[src/rtl/par_to_ser_mc_pkg.sv]
// Shared constants and helpers for the multi-channel DDR serializer.
//   ratio_of  : clocks per word (bit pairs per word) for a given word width
//   par_w_ok  : word-width legality check used at elaboration
//   DEF_*     : default TMDS control symbols for idle and link training
package par_to_ser_mc_pkg;

  localparam logic [9:0] DEF_IDLE_WORD  = 10'b1101010100;
  localparam logic [9:0] DEF_TRAIN_WORD = 10'b0000011111;

  function automatic int ratio_of(input int par_w);
    return par_w / 2;
  endfunction

  function automatic bit par_w_ok(input int par_w);
    return ((par_w % 2) == 0) && (par_w >= 4);
  endfunction

endpackage

[src/rtl/par_to_ser_mc_if.sv]
// Parallel word handshake bundle shared by all channels.
//   in_data  : CH words, channel c at [c*PAR_W +: PAR_W], bit 0 sent first
//   in_valid : in_data valid
//   in_ready : serializer can accept a word this cycle
interface par_to_ser_mc_if #(
  parameter int CH    = 3,
  parameter int PAR_W = 10
) ();
  logic [CH*PAR_W-1:0] in_data;
  logic                in_valid;
  logic                in_ready;

  modport master (output in_data, output in_valid, input  in_ready);
  modport slave  (input  in_data, input  in_valid, output in_ready);
endinterface

[src/rtl/par_to_ser_mc_lane_shift.sv]
// One channel's rise/fall split shifter.
//   clk, rst_n : serial-pair clock, synchronous active-low reset
//   load       : load slot; capture word, present bit pair 0 next cycle
//   word       : word to serialize (bit 0 first)
//   rise, fall : registered bit for the DDR rising / falling half
module par_to_ser_mc_lane_shift
  import par_to_ser_mc_pkg::*;
#(
  parameter int PAR_W = 10
) (
  input  logic             clk,
  input  logic             rst_n,
  input  logic             load,
  input  logic [PAR_W-1:0] word,
  output logic             rise,
  output logic             fall
);

  localparam int RATIO = ratio_of(PAR_W);

  logic [RATIO-1:0] evens, odds;
  logic [RATIO-2:0] rise_sr, fall_sr;

  always_comb begin
    evens = '0;
    odds  = '0;
    for (int unsigned k = 0; k < RATIO; k++) begin
      evens[k] = word[2*k];
      odds[k]  = word[2*k+1];
    end
  end

  // Pair 0 goes straight to the output register on load; the shifters
  // hold only the remaining RATIO-1 pairs.
  always_ff @(posedge clk) begin
    if (!rst_n) begin
      rise    <= 1'b0;
      fall    <= 1'b0;
      rise_sr <= '0;
      fall_sr <= '0;
    end else if (load) begin
      rise    <= evens[0];
      fall    <= odds[0];
      rise_sr <= evens[RATIO-1:1];
      fall_sr <= odds[RATIO-1:1];
    end else begin
      rise    <= rise_sr[0];
      fall    <= fall_sr[0];
      rise_sr <= rise_sr >> 1;
      fall_sr <= fall_sr >> 1;
    end
  end

endmodule

[src/rtl/par_to_ser_mc.sv]
// Multi-channel parallel-to-serial DDR splitter.
//   clk_5x, rst_n : serial-pair clock, synchronous active-low reset
//   bus (slave)   : in_data / in_valid / in_ready word handshake
//   train_en      : send TRAIN_WORD at load slots instead of buffered data
//   ser_rise/fall : per-channel DDR rising / falling half bits
//   word_start    : ser_* carry bit pair 0 of a new word
//   underflow     : IDLE_WORD substituted after first transfer
//   uf_count      : saturating underflow count
module par_to_ser_mc
  import par_to_ser_mc_pkg::*;
#(
  parameter int               PAR_W      = 10,
  parameter int               CH         = 3,
  parameter logic [PAR_W-1:0] IDLE_WORD  = PAR_W'(DEF_IDLE_WORD),
  parameter logic [PAR_W-1:0] TRAIN_WORD = PAR_W'(DEF_TRAIN_WORD),
  parameter int               UF_CNT_W   = 16
) (
  input  logic                clk_5x,
  input  logic                rst_n,
  par_to_ser_mc_if.slave      bus,
  input  logic                train_en,
  output logic [CH-1:0]       ser_rise,
  output logic [CH-1:0]       ser_fall,
  output logic                word_start,
  output logic                underflow,
  output logic [UF_CNT_W-1:0] uf_count
);

  localparam int RATIO = ratio_of(PAR_W);
  localparam int CW    = (RATIO > 1) ? $clog2(RATIO) : 1;

  if (!par_w_ok(PAR_W)) begin : g_bad_par_w
    $error("PAR_W must be even and >= 4");
  end

  logic [CW-1:0]       cnt;
  logic                load_slot, xfer, hold_valid, armed, idle_load;
  logic [CH*PAR_W-1:0] hold, load_word;

  assign load_slot    = (cnt == CW'(RATIO - 1));
  assign bus.in_ready = rst_n && (!hold_valid || (load_slot && !train_en));
  assign xfer         = bus.in_valid && bus.in_ready;
  assign idle_load    = load_slot && !train_en && !hold_valid;

  always_comb begin
    load_word = {CH{IDLE_WORD}};
    if (train_en)        load_word = {CH{TRAIN_WORD}};
    else if (hold_valid) load_word = hold;
  end

  always_ff @(posedge clk_5x) begin
    if (!rst_n)         cnt <= '0;
    else if (load_slot) cnt <= '0;
    else                cnt <= cnt + 1'b1;
  end

  // A transfer at the load slot refills the hold as it drains, so it wins
  // over the clear.
  always_ff @(posedge clk_5x) begin
    if (!rst_n) begin
      hold       <= '0;
      hold_valid <= 1'b0;
      armed      <= 1'b0;
    end else if (xfer) begin
      hold       <= bus.in_data;
      hold_valid <= 1'b1;
      armed      <= 1'b1;
    end else if (load_slot && !train_en) begin
      hold_valid <= 1'b0;
    end
  end

  always_ff @(posedge clk_5x) begin
    if (!rst_n) begin
      word_start <= 1'b0;
      underflow  <= 1'b0;
      uf_count   <= '0;
    end else begin
      word_start <= load_slot;
      underflow  <= idle_load && armed;
      if (idle_load && armed && (uf_count != '1))
        uf_count <= uf_count + 1'b1;
    end
  end

  for (genvar c = 0; c < CH; c++) begin : g_lane
    par_to_ser_mc_lane_shift #(
      .PAR_W (PAR_W)
    ) u_lane (
      .clk   (clk_5x),
      .rst_n (rst_n),
      .load  (load_slot),
      .word  (load_word[c*PAR_W +: PAR_W]),
      .rise  (ser_rise[c]),
      .fall  (ser_fall[c])
    );
  end

endmodule

[src/flat_wrapper.sv]
// flat-port wrapper written by rule: the top's interface ports become plain ports
module par_to_ser_mc_flat import par_to_ser_mc_pkg::*;
#(
  parameter int               PAR_W      = 10,
  parameter int               CH         = 3,
  parameter logic [PAR_W-1:0] IDLE_WORD  = PAR_W'(DEF_IDLE_WORD),
  parameter logic [PAR_W-1:0] TRAIN_WORD = PAR_W'(DEF_TRAIN_WORD),
  parameter int               UF_CNT_W   = 16
)
  (clk_5x, rst_n, train_en, ser_rise, ser_fall, word_start, underflow, uf_count, bus_in_data, bus_in_valid, bus_in_ready);
  par_to_ser_mc_if #(.CH(CH), .PAR_W(PAR_W)) bus_i ();
  input  logic clk_5x;
  input  logic rst_n;
  input  logic train_en;
  output logic [CH-1:0] ser_rise;
  output logic [CH-1:0] ser_fall;
  output logic word_start;
  output logic underflow;
  output logic [UF_CNT_W-1:0] uf_count;
  input wire logic [$bits(bus_i.in_data)-1:0] bus_in_data;
  input wire logic [$bits(bus_i.in_valid)-1:0] bus_in_valid;
  output wire logic [$bits(bus_i.in_ready)-1:0] bus_in_ready;
  assign bus_i.in_data = bus_in_data;
  assign bus_i.in_valid = bus_in_valid;
  assign bus_in_ready = bus_i.in_ready;
  par_to_ser_mc #(.PAR_W(PAR_W), .CH(CH), .IDLE_WORD(IDLE_WORD), .TRAIN_WORD(TRAIN_WORD), .UF_CNT_W(UF_CNT_W)) u_core (.clk_5x(clk_5x), .rst_n(rst_n), .bus(bus_i), .train_en(train_en), .ser_rise(ser_rise), .ser_fall(ser_fall), .word_start(word_start), .underflow(underflow), .uf_count(uf_count));
endmodule
[config.mk]
export PLATFORM = sky130hd
export DESIGN_NAME = par_to_ser_mc_flat
export DESIGN_NICKNAME = d
export VERILOG_FILES = /design/src/rtl/par_to_ser_mc_pkg.sv /design/src/rtl/par_to_ser_mc_if.sv /design/src/rtl/par_to_ser_mc_lane_shift.sv /design/src/rtl/par_to_ser_mc.sv /design/src/flat_wrapper.sv
export SDC_FILE = /design/constraint.sdc
export NUM_CORES = 1
export LEC_CHECK = 0
export ABC_AREA = 1
export BUFFER_PORTS_ARGS = -buffer_cell sky130_fd_sc_hd__buf_2
export CAP_MARGIN = 15
export CORE_AREA = 2 2 72 102
export DETAILED_ROUTE_END_ITERATION = 8
export DIE_AREA = 0 0 74 104
export GPL_TIMING_DRIVEN = 0
export PLACE_DENSITY = 0.72
export SYNTH_ARGS = -nofsm -noshare
export SYNTH_HDL_FRONTEND = slang
export SYNTH_SLANG_ARGS = --single-unit
[constraint.sdc]
create_clock -name clk_5x -period 1.4 [get_ports clk_5x]
set_clock_uncertainty 0.05 [all_clocks]
set_input_delay 0.28 -clock clk_5x [delete_from_list [all_inputs] [get_ports clk_5x]]
set_output_delay 0.28 -clock clk_5x [all_outputs]
set_load 0.05 [all_outputs]
== Word-level counts from Yosys, hierarchy flattened ==
Cells that the tools add are included.
Operators by class
  add/sub/neg operators: 2
  equal/unequal tests: 2
  mux-type cells: 16
  bitwise operators: 2
  reductions and logical operators: 12
Operators with widths (number)
  $mux 30: 1
  $mux 28: 1
  $mux 3: 6
  $add 16x1->16 const B: 1
  $ne 16x16->1 const B: 1
  $mux 1: 8
  $logic_and 1x1->1: 6
  $add 3x1->3 const B: 1
  $eq 3x3->1 const B: 1
  $reduce_or 3->1: 1
  $logic_not 1->1: 2
  $not 1->1: 2
  $reduce_bool 2->1: 1
  $reduce_or 2->1: 1
  $logic_or 1x1->1: 1
Storage, ports and cells
  bits in registers: 83
  input port bits: 34
  output and inout port bits: 25

== Logic depth before layout (Yosys ltp) ==
Gate-level depths: netlist (run 1).
  word-level depth: 6
  depth in mapped cells: 11
  depth with buffers taken out: 11

== Modules after synthesis ==
A second synthesis (run 1) with hierarchy kept.
Unflattened totals
  cell total of the unflattened synthesis: 556
  area total of the unflattened synthesis: 3837.4 um^2
Modules (own cells, without submodules)
  par_to_ser_mc: times used 1, cells an instance 391, area an instance 2655.0 um^2, sequential area each 1061.0 um^2
  par_to_ser_mc_lane_shift: times used 3, cells an instance 55, area an instance 394.1 um^2, sequential area each 200.2 um^2

== Least setup slack after synthesis (run 1) ==
No wires, ideal clock.
  path type: flip-flop to flip-flop
  from: register u_core.uf_count[0]
  to: register u_core.uf_count[8]
  library setup time: 115 ps
  arrival time: 1710 ps
  data required time: 1235 ps
  slack: -474 ps
  stages on the path, launching flop included: 10
  buffers on the path: 1
  clock period less this slack: 1874 ps
  cells stage by stage: dfxtp_1 -> ha_1 -> nand2_1 -> nor2_1 -> nand2_2 -> nor2_2 -> nor2_2 -> buf_6 -> o21ai_1 -> nor2_1
Between the ends
  longest elaborated chain between the ends: 2
RTL lines
  from (decl): RTL line par_to_ser_mc.sv:26  | output logic [UF_CNT_W-1:0] uf_count
  from (signal assigned): RTL line par_to_ser_mc.sv:82  | uf_count <= uf_count + 1'b1;
  branches (longest 2 deep; another with $add 16x1->16)
Parallel ways; which one is timed is not known.
A chain may end at the register's enable or synchronous reset.

== Worst setup path in the final report (run 1) ==
  from: register u_core.cnt[0]
  to: output port bus_in_ready
Between the ends
  longest elaborated chain between the ends: 4
RTL lines
  from (decl): RTL line par_to_ser_mc.sv:36  | logic [CW-1:0] cnt;
  from (signal assigned): RTL line par_to_ser_mc.sv:54  | else cnt <= cnt + 1'b1;
  $eq 3x3->1: RTL line par_to_ser_mc.sv:40  | assign load_slot = (cnt == CW'(RATIO - 1));
  $logic_and 1x1->1: RTL line par_to_ser_mc.sv:41  | assign bus.in_ready = rst_n && (!hold_valid || (load_slot && !train_en));
  $logic_or 1x1->1: RTL line par_to_ser_mc.sv:41
  $logic_and 1x1->1: RTL line par_to_ser_mc.sv:41
  to (decl): RTL line flat_wrapper.sv:22  | output wire logic [$bits(bus_i.in_ready)-1:0] bus_in_ready;
No other way between the ends.

==> results of run 1 <==
-- through the flow --
step           worst slack [ns]  total power [W]
2_1_floorplan            -0.261          0.00281
5_1_grt                  -0.398          0.00501
3_3_place_gp             -0.193          0.00293
3_5_place_dp             -0.218          0.00294
4_1_cts                  -0.347          0.00468
6_report                 -0.349          0.00485
-- per-layer routing --
metal	up-vias	track usage [%]
met2	121	40.8
met3	52	4.26
met5	-	0
li1	1590	-
met1	1548	27.2
met4	0	11.4
-- placed cells by master (no fill, tap or decap), types with 12 or more instances in the layout --
cell / instances
nand2_1: 79
nand3_1: 19
nand2_2: 14
o21ai_2: 21
nand3_2: 23
inv_1: 12
nor2_1: 62
dfxtp_1: 65
buf_4: 16
a21oi_2: 14
dfxtp_4: 12
buf_2: 59
-- worst min-delay path, stage by stage --
cell,delay [ns]
buf_2,0.07
nand2_1,0.04
nand2_1,0.04
-- registers in the layout, summed over array words and instances, names as in the netlist --
register and cells:
u_core.armed 1, u_core.hold_valid 1, u_core.hold 30, u_core.word_start 1
u_core.g_lane.u_lane.rise 3, u_core.cnt 3, u_core.g_lane.u_lane.fall_sr 12, u_core.underflow 1
u_core.g_lane.u_lane.fall 3, u_core.uf_count 16, u_core.g_lane.u_lane.rise_sr 12
-- cell type report --
cell class | count | area (sq um) | share of cell area [%]
clock inverter | 4 | 21.3 | 0.422
timing repair buffer | 89 | 747 | 14.8
multi-input combinational | 304 | 1930 | 38.4
tap | 95 | 119 | 2.36
clock buffer | 12 | 166 | 3.30
inverter | 21 | 100 | 1.99
buffer | 25 | 238 | 4.72
sequential | 83 | 1710 | 34.0
-- worst max path at each step --
stage,cells past startpoint,start,endpoint
3_3_place_gp,11,u_core.cnt[0],u_core.hold[20]
6_report,7,u_core.cnt[0],bus_in_ready
5_1_grt,7,u_core.cnt[0],bus_in_ready
3_5_place_dp,10,u_core.cnt[1],u_core.hold[9]
4_1_cts,7,u_core.cnt[0],bus_in_ready
2_1_floorplan,10,u_core.cnt[0],u_core.hold[25]
-- what timing repair did --
action,4_1_cts,5_1_grt
setup endpoints to repair,61,72
pin swaps,11,25
resized for setup,71,92
cloned,5,3
endpoints found under the hold margin,0,0
setup buffers,17,8
-- cell families after synthesis --
logic type,Yosys count,synth area share (%)
simple gates,231,29.8
flops,83,50.1
compound gates,60,9.51
buf+inv,46,7.06
xor+xnor,9,2.38
fa+ha+maj,3,1.13
-- power by group through the flow --
| stage | clock [W] | sequential (W) | combinational [W] |
|---|---|---|---|
| 2_1_floorplan | 0 | 0.00253 | 0.000276 |
| 3_3_place_gp | 0 | 0.00253 | 0.000397 |
| 3_5_place_dp | 0 | 0.00253 | 0.000406 |
| 4_1_cts | 0.00165 | 0.00248 | 0.000547 |
| 5_1_grt | 0.00177 | 0.00251 | 0.000732 |
| 6_report | 0.00166 | 0.00250 | 0.000684 |
==> flow_metrics.py, run 1 <==
metrics = {
    "run_status": {
        "status": "finished, violations left",
        "violations": "setup timing",
    },
    "critical_path": {
        "regToRegStartpoint": "u_core.cnt[0]",
        "cp_num_buf_inv": 2,
        "worst_path_dominant_cell_family": "simple AND/OR/NAND/NOR gates",
        "startpoint_type": "register",
        "setup.worst_path.class": "register to primary output",
        "critical_path.most_common_cell": "nor2_4",
        "arrival_ns": 1.42,
        "rr_worst_depth": 12,
        "crit_path_top_delay_cell": "dfxtp_2",
        "regToRegSetupSlack_ns": -0.29,
        "worst_path_maximum_fanout": 2,
        "max_stage_delay_ns": 0.33,
        "timing.rr.end": "u_core.hold[21]",
        "worstPathCellList": "inv_2 -> ha_4 -> nand2_4 -> nor2_4 -> nor2_4 -> nor2_4 -> buf_8",
        "critical_path.endpoint_type": "primary output",
        "worst-endpoint-required_ns": 1.07,
    },
    "die": {
        "fp.coreArea_sq_um": 6800,
        "start_util_pct": 48.7,
        "io_pins": 59,
        "fp.dieH_microns": 104,
        "rows": 36,
        "die_wd_microns": 74,
        "die_area_sq_um": 7700,
    },
    "drt": {
        "routed_via_density": 5.23,
        "drt_iter0_markers": 137,
        "first_pass_iters": 4,
        "met3_wirelength_microns": 433,
        "avgRoutedWirePerCell_microns": 15.9,
        "vias": 3311,
        "totalWireLength_microns": 10100,
        "met2RoutedLength_microns": 5480,
        "final_antenna_net_count": 0,
        "routedLengthMet1_microns": 3520,
        "top_layer": "met4",
        "drc_violations": 0,
    },
    "flow_run": {
        "cap_viol_max_count": 0,
    },
    "logic_synthesis": {
        "portion_of_synthesized_cell_area_occupied_by_the_leading_cell_type_pct": 50.1,
        "synth-warning-count": 0,
        "largest_cells_by_area_after_synthesis": "dfxtp_1 50%, nand2_1 11%, nor2_1 7.8%",
        "syn-num-nets": 469,
        "synth.lib_cells_used.distinct": 30,
        "number_of_enable_type_register_cells_in_the_synthesized_netlist": 0,
        "synth-seq-area-share_pct": 50.1,
        "post_synth.cell_area_avg_sq_um": 7.67,
        "yosys-top-cells-count": "101 x nand2_1, 83 x dfxtp_1, 69 x nor2_1, 43 x nand3_1, 25 x o21ai_0",
        "dominantRegCellSynth": "dfxtp_1",
        "yosysMostFrequentCell": "nand2_1",
        "synth.largest_area_cell": "dfxtp_1",
        "synthesis.area_sq_um": 3310,
        "async_reset_ff_share_pct": 0,
        "synth_cells": 432,
        "ys_seq_elements": 83,
    },
    "global_routing": {
        "grt_remaining_overflow": 0,
        "number_of_antenna_violations_at_the_first_check_in_global_routing": 0,
        "grt_max_degree": 14,
        "grt_pass1_vias": 2986,
        "grt_usage_pct": 23.7,
        "grt_first_pass_wirelength_microns": 14000,
    },
    "clock_tree": {
        "clock_insertion_delay_worst_skew_ns": 0.35,
        "clk_pin_slew_ns": 0.08,
        "cts-htree-levels": 3,
        "buffers_from_clock_root_to_sink_at_most": 2,
        "holdBufCountCts": 0,
        "numClockSinks": 83,
        "cts.root.buffer_cell": "clkbuf_8",
        "tritoncts": "built",
        "cts-buffers-inserted": 9,
    },
    "sta": {
        "timing.setup.tns_ns": -12.19,
        "final.period_utilization_pct": 125,
        "worst_hold_slack_ns": 0.0577,
        "period_minus_slack_ns": 1.75,
        "timing.slew.headroom_pct": 49.7,
        "max_clk_rate_ghz": 0.572,
        "timing_max_transition_violations_final": 0,
        "timing_worst_slew_pin_value_ns": 0.755,
        "final-setup-viol-count": 60,
        "timing_hold_violations_final": 0,
        "setup_repair_after_global_routing_missed_its_margin": "true",
        "minimum_setup_slack_in_the_final_design_ns": -0.349,
    },
    "place": {
        "globalplace.congestion": 0.888,
        "dp.final_hpwl_microns": 5300,
        "io_port_bufs": 58,
        "cell_area_after_placement_sq_um": 3880,
        "numPlacedInstances": 585,
    },
    "layout": {
        "final_nets": 570,
        "fillCellCount": 462,
        "drive_gt1_share_pct": 47.8,
        "number_of_standard_cells_in_the_final_layout_excluding_fillers": 633,
        "post_layout_util_pct": 74.1,
        "antennaDiodeCount": 0,
        "postLayoutCellArea_sq_um": 5040,
        "area_growth_synth_to_finish_pct": 52.0,
    },
    "min_path": {
        "min_path_type": "primary input to register",
        "whs_path_depth": 3,
        "min-delay-start": "bus_in_data[16]",
        "worstHoldEndpoint": "u_core.hold[16]",
    },
    "pwr": {
        "power_per_cell_area_nw_per_um2": 962,
        "seqPwrFrac_pct": 51.5,
        "power.switching_w": 0.00131,
        "leak_nw": 2.26,
        "max-vdd-ir-drop_uv": 814,
        "power.share.clock_pct": 34.3,
        "switching_share_pct": 27.0,
        "internal_power_w": 0.00354,
        "combPwrFrac_pct": 14.1,
    },
}
Power figures use the tool's default switching activity.
==> inputs of run 2 (changes only) <==
--- a/config.mk
+++ b/config.mk
@@ -8,11 +8,11 @@
 export ABC_AREA = 1
 export BUFFER_PORTS_ARGS = -buffer_cell sky130_fd_sc_hd__buf_2
 export CAP_MARGIN = 15
-export CORE_AREA = 2 2 72 102
+export CORE_AREA = 2 2 67 94
 export DETAILED_ROUTE_END_ITERATION = 8
-export DIE_AREA = 0 0 74 104
+export DIE_AREA = 0 0 69 96
 export GPL_TIMING_DRIVEN = 0
-export PLACE_DENSITY = 0.72
+export PLACE_DENSITY = 0.8
 export SYNTH_ARGS = -nofsm -noshare
 export SYNTH_HDL_FRONTEND = slang
 export SYNTH_SLANG_ARGS = --single-unit
==> constraint.sdc (replaced) <==
create_clock -name clk_5x -period 2.2 [get_ports clk_5x]
set_clock_uncertainty 0.05 [all_clocks]
set_input_delay 0.44 -clock clk_5x [delete_from_list [all_inputs] [get_ports clk_5x]]
set_output_delay 0.44 -clock clk_5x [all_outputs]
set_load 0.05 [all_outputs]
==> flow_metrics.py, run 2 (synthesized netlist as in run 1, its figures left out) <==
metrics = {
    "place": {
        "dp.final_hpwl_microns": 5340,
        "globalplace.congestion": 0.908,
        "io_port_bufs": 58,
        "place_ws_ns": 0.434,
    },
    "min_path": {
        "min-delay-start": "bus_in_data[22]",
        "whs_path_depth": 3,
        "min_path_type": "primary input to register",
    },
    "critical_path": {
        "regToRegStartpoint": "u_core.cnt[0]",
        "setup.worst_path.class": "register to primary output",
        "crit_path_top_delay_cell": "dfxtp_1",
        "critical_path.endpoint_type": "primary output",
        "arrival_ns": 1.60,
        "rr_worst_depth": 8,
        "startpoint_type": "register",
        "worst_path_maximum_fanout": 7,
        "timing.critical_path.from": "u_core.cnt[0]",
        "worstPathCellList": "inv_1 -> ha_1 -> nand2_2 -> nor2_4 -> nor2_2 -> nor2_4 -> buf_4",
        "critical_path.most_common_cell": "nor2_4",
        "worst-endpoint-required_ns": 1.71,
        "max_stage_delay_ns": 0.34,
    },
    "sta": {
        "timing.slew.headroom_pct": 61.5,
        "final.period_utilization_pct": 95.0,
        "timing_max_transition_violations_final": 0,
        "minimum_setup_slack_in_the_final_design_ns": 0.109,
        "period_minus_slack_ns": 2.09,
        "timing_worst_slew_pin_value_ns": 0.577,
        "timing.setup.tns_ns": 0,
        "max_clk_rate_ghz": 0.478,
        "timing_hold_violations_final": 0,
        "final-setup-viol-count": 0,
        "setup_repair_after_global_routing_missed_its_margin": "false",
    },
    "pwr": {
        "power.switching_w": 0.000701,
        "switching_share_pct": 24.1,
        "leak_nw": 1.80,
        "power.share.clock_pct": 36.7,
        "seqPwrFrac_pct": 54.7,
        "max-vdd-ir-drop_uv": 542,
        "combPwrFrac_pct": 8.6,
        "internal_power_w": 0.00221,
        "power_per_cell_area_nw_per_um2": 750,
    },
    "layout": {
        "seq_area_sq_um": 1660,
        "final_nets": 538,
        "drive_gt1_share_pct": 20.6,
        "regMostFlops": "u_core.hold",
        "max_reg_flops": 30,
        "antennaDiodeCount": 0,
        "area_taken_by_multi_input_logic_gates_sq_um": 1420,
        "layout_common_cells": "101 x nand2_1, 83 x dfxtp_1, 69 x nor2_1, 62 x buf_2, 43 x nand3_1",
        "fillCellCount": 511,
        "reg_top3": "u_core.hold: 30 flops, u_core.uf_count: 16 flops",
        "final_common_cell": "nand2_1",
        "area_growth_synth_to_finish_pct": 17.1,
    },
    "global_routing": {
        "grt_usage_pct": 24.0,
        "routing_usage_on_met1_pct": 25.6,
        "grt_pass1_vias": 2733,
        "groute.layer.met2.usage_pct": 44.5,
        "grt_first_pass_wirelength_microns": 12200,
        "number_of_antenna_violations_at_the_first_check_in_global_routing": 0,
        "grt_max_degree": 13,
        "grt-busiest-layer": "met2",
        "grt_remaining_overflow": 0,
        "grtUsageMet3_pct": 5.03,
    },
    "drt": {
        "final_antenna_net_count": 0,
        "first_pass_iters": 4,
        "routed_via_density": 5.14,
        "vias": 2960,
        "avgRoutedWirePerCell_microns": 13.0,
        "totalWireLength_microns": 7500,
        "drc_violations": 0,
        "drt_iter0_markers": 192,
    },
    "die": {
        "die_area_sq_um": 6620,
        "fp.dieH_microns": 96,
        "rows": 33,
        "start_util_pct": 57.3,
        "fp.coreArea_sq_um": 5780,
        "die_wd_microns": 69,
        "io_pins": 59,
    },
    "clock_tree": {
        "tritoncts": "built",
        "cts-htree-levels": 3,
        "numClockSinks": 83,
        "clock_insertion_delay_worst_skew_ns": 0.36,
        "holdBufCountCts": 0,
        "clk_pin_slew_ns": 0.08,
        "cts-buffers-inserted": 9,
        "cts.root.buffer_cell": "clkbuf_8",
        "buffers_from_clock_root_to_sink_at_most": 2,
    },
    "flow_run": {
        "cap_viol_max_count": 0,
    },
    "run_status": {
        "status": "finished, final reports clean",
    },
}
[run 2: cell count changes in the layout (fill, tap and decap cells not counted), sizes merged]
cell,previous run,this run
clkinv,5,2
o21ai,36,35
bufinv,0,1
buf,105,76
[run 2: what timing repair did]
action	in CTS	in global routing
endpoints found under the setup margin	0	1
buffers inserted	0	0
gates resized for setup	0	2
[run 2: through the flow]
stage / hold slack (ns) / instance area [sq um] / total power, W / utilization [%] / instances
6_report: 0.225 / 3880 / 0.00291 / 67.2 / 576
5_1_grt: 0.226 / 3880 / 0.00302 / 67.2 / 576
4_1_cts: 0.217 / 3880 / 0.00292 / 67.1 / 576
3_5_place_dp: 0.397 / 3690 / 0.00187 / 63.9 / 560
3_3_place_gp: 0.379 / 3690 / 0.00186 / 63.9 / 560
2_1_floorplan: 0.367 / 3310 / 0.00179 / - / 432
[run 2: layout make-up]
cell class                      instances  area share [%]
Sequential cell                        83            42.8
Multi-Input combinational cell        303            36.5
Timing Repair Buffer                   58            7.54
Clock buffer                           14            3.93
Buffer                                 25            3.93
Tap cell                               70            2.26
Inverter                               21            2.09
Clock inverter                          2           0.902
[run 2: power groups by stage]
stage          Sequential (W)  Clock (W)  Combinational [W]
3_5_place_dp          0.00163          0           0.000249
2_1_floorplan         0.00162          0           0.000167
6_report              0.00159    0.00107           0.000252
3_3_place_gp          0.00162          0           0.000241
5_1_grt               0.00160    0.00114           0.000282
4_1_cts               0.00159    0.00108           0.000253
[run 2: routing by layer]
metal	up-vias	part of all wire, %
li1	1517	-
met1	1344	41
met2	82	52
met3	17	4.5
met4	0	2.3
met5	-	0
[run 2: worst paths after layout]
path / slack, ns / end
setup / recovery: 0.11 / bus_in_ready
hold / removal: 0.23 / u_core.hold[22]
setup reg to reg: 0.43 / u_core.g_lane[2].u_lane.fall_sr[0]
hold reg to reg: 0.42 / u_core.cnt[0]
[run 2: worst max-delay path, delay by kind of cell, from the launching register on]
kind	cells	cell delay, ns
AND/OR/NAND/NOR	4	0.47
flip-flops	1	0.34
buffers and inverters	2	0.27
adder cells (fa/ha/maj)	1	0.16
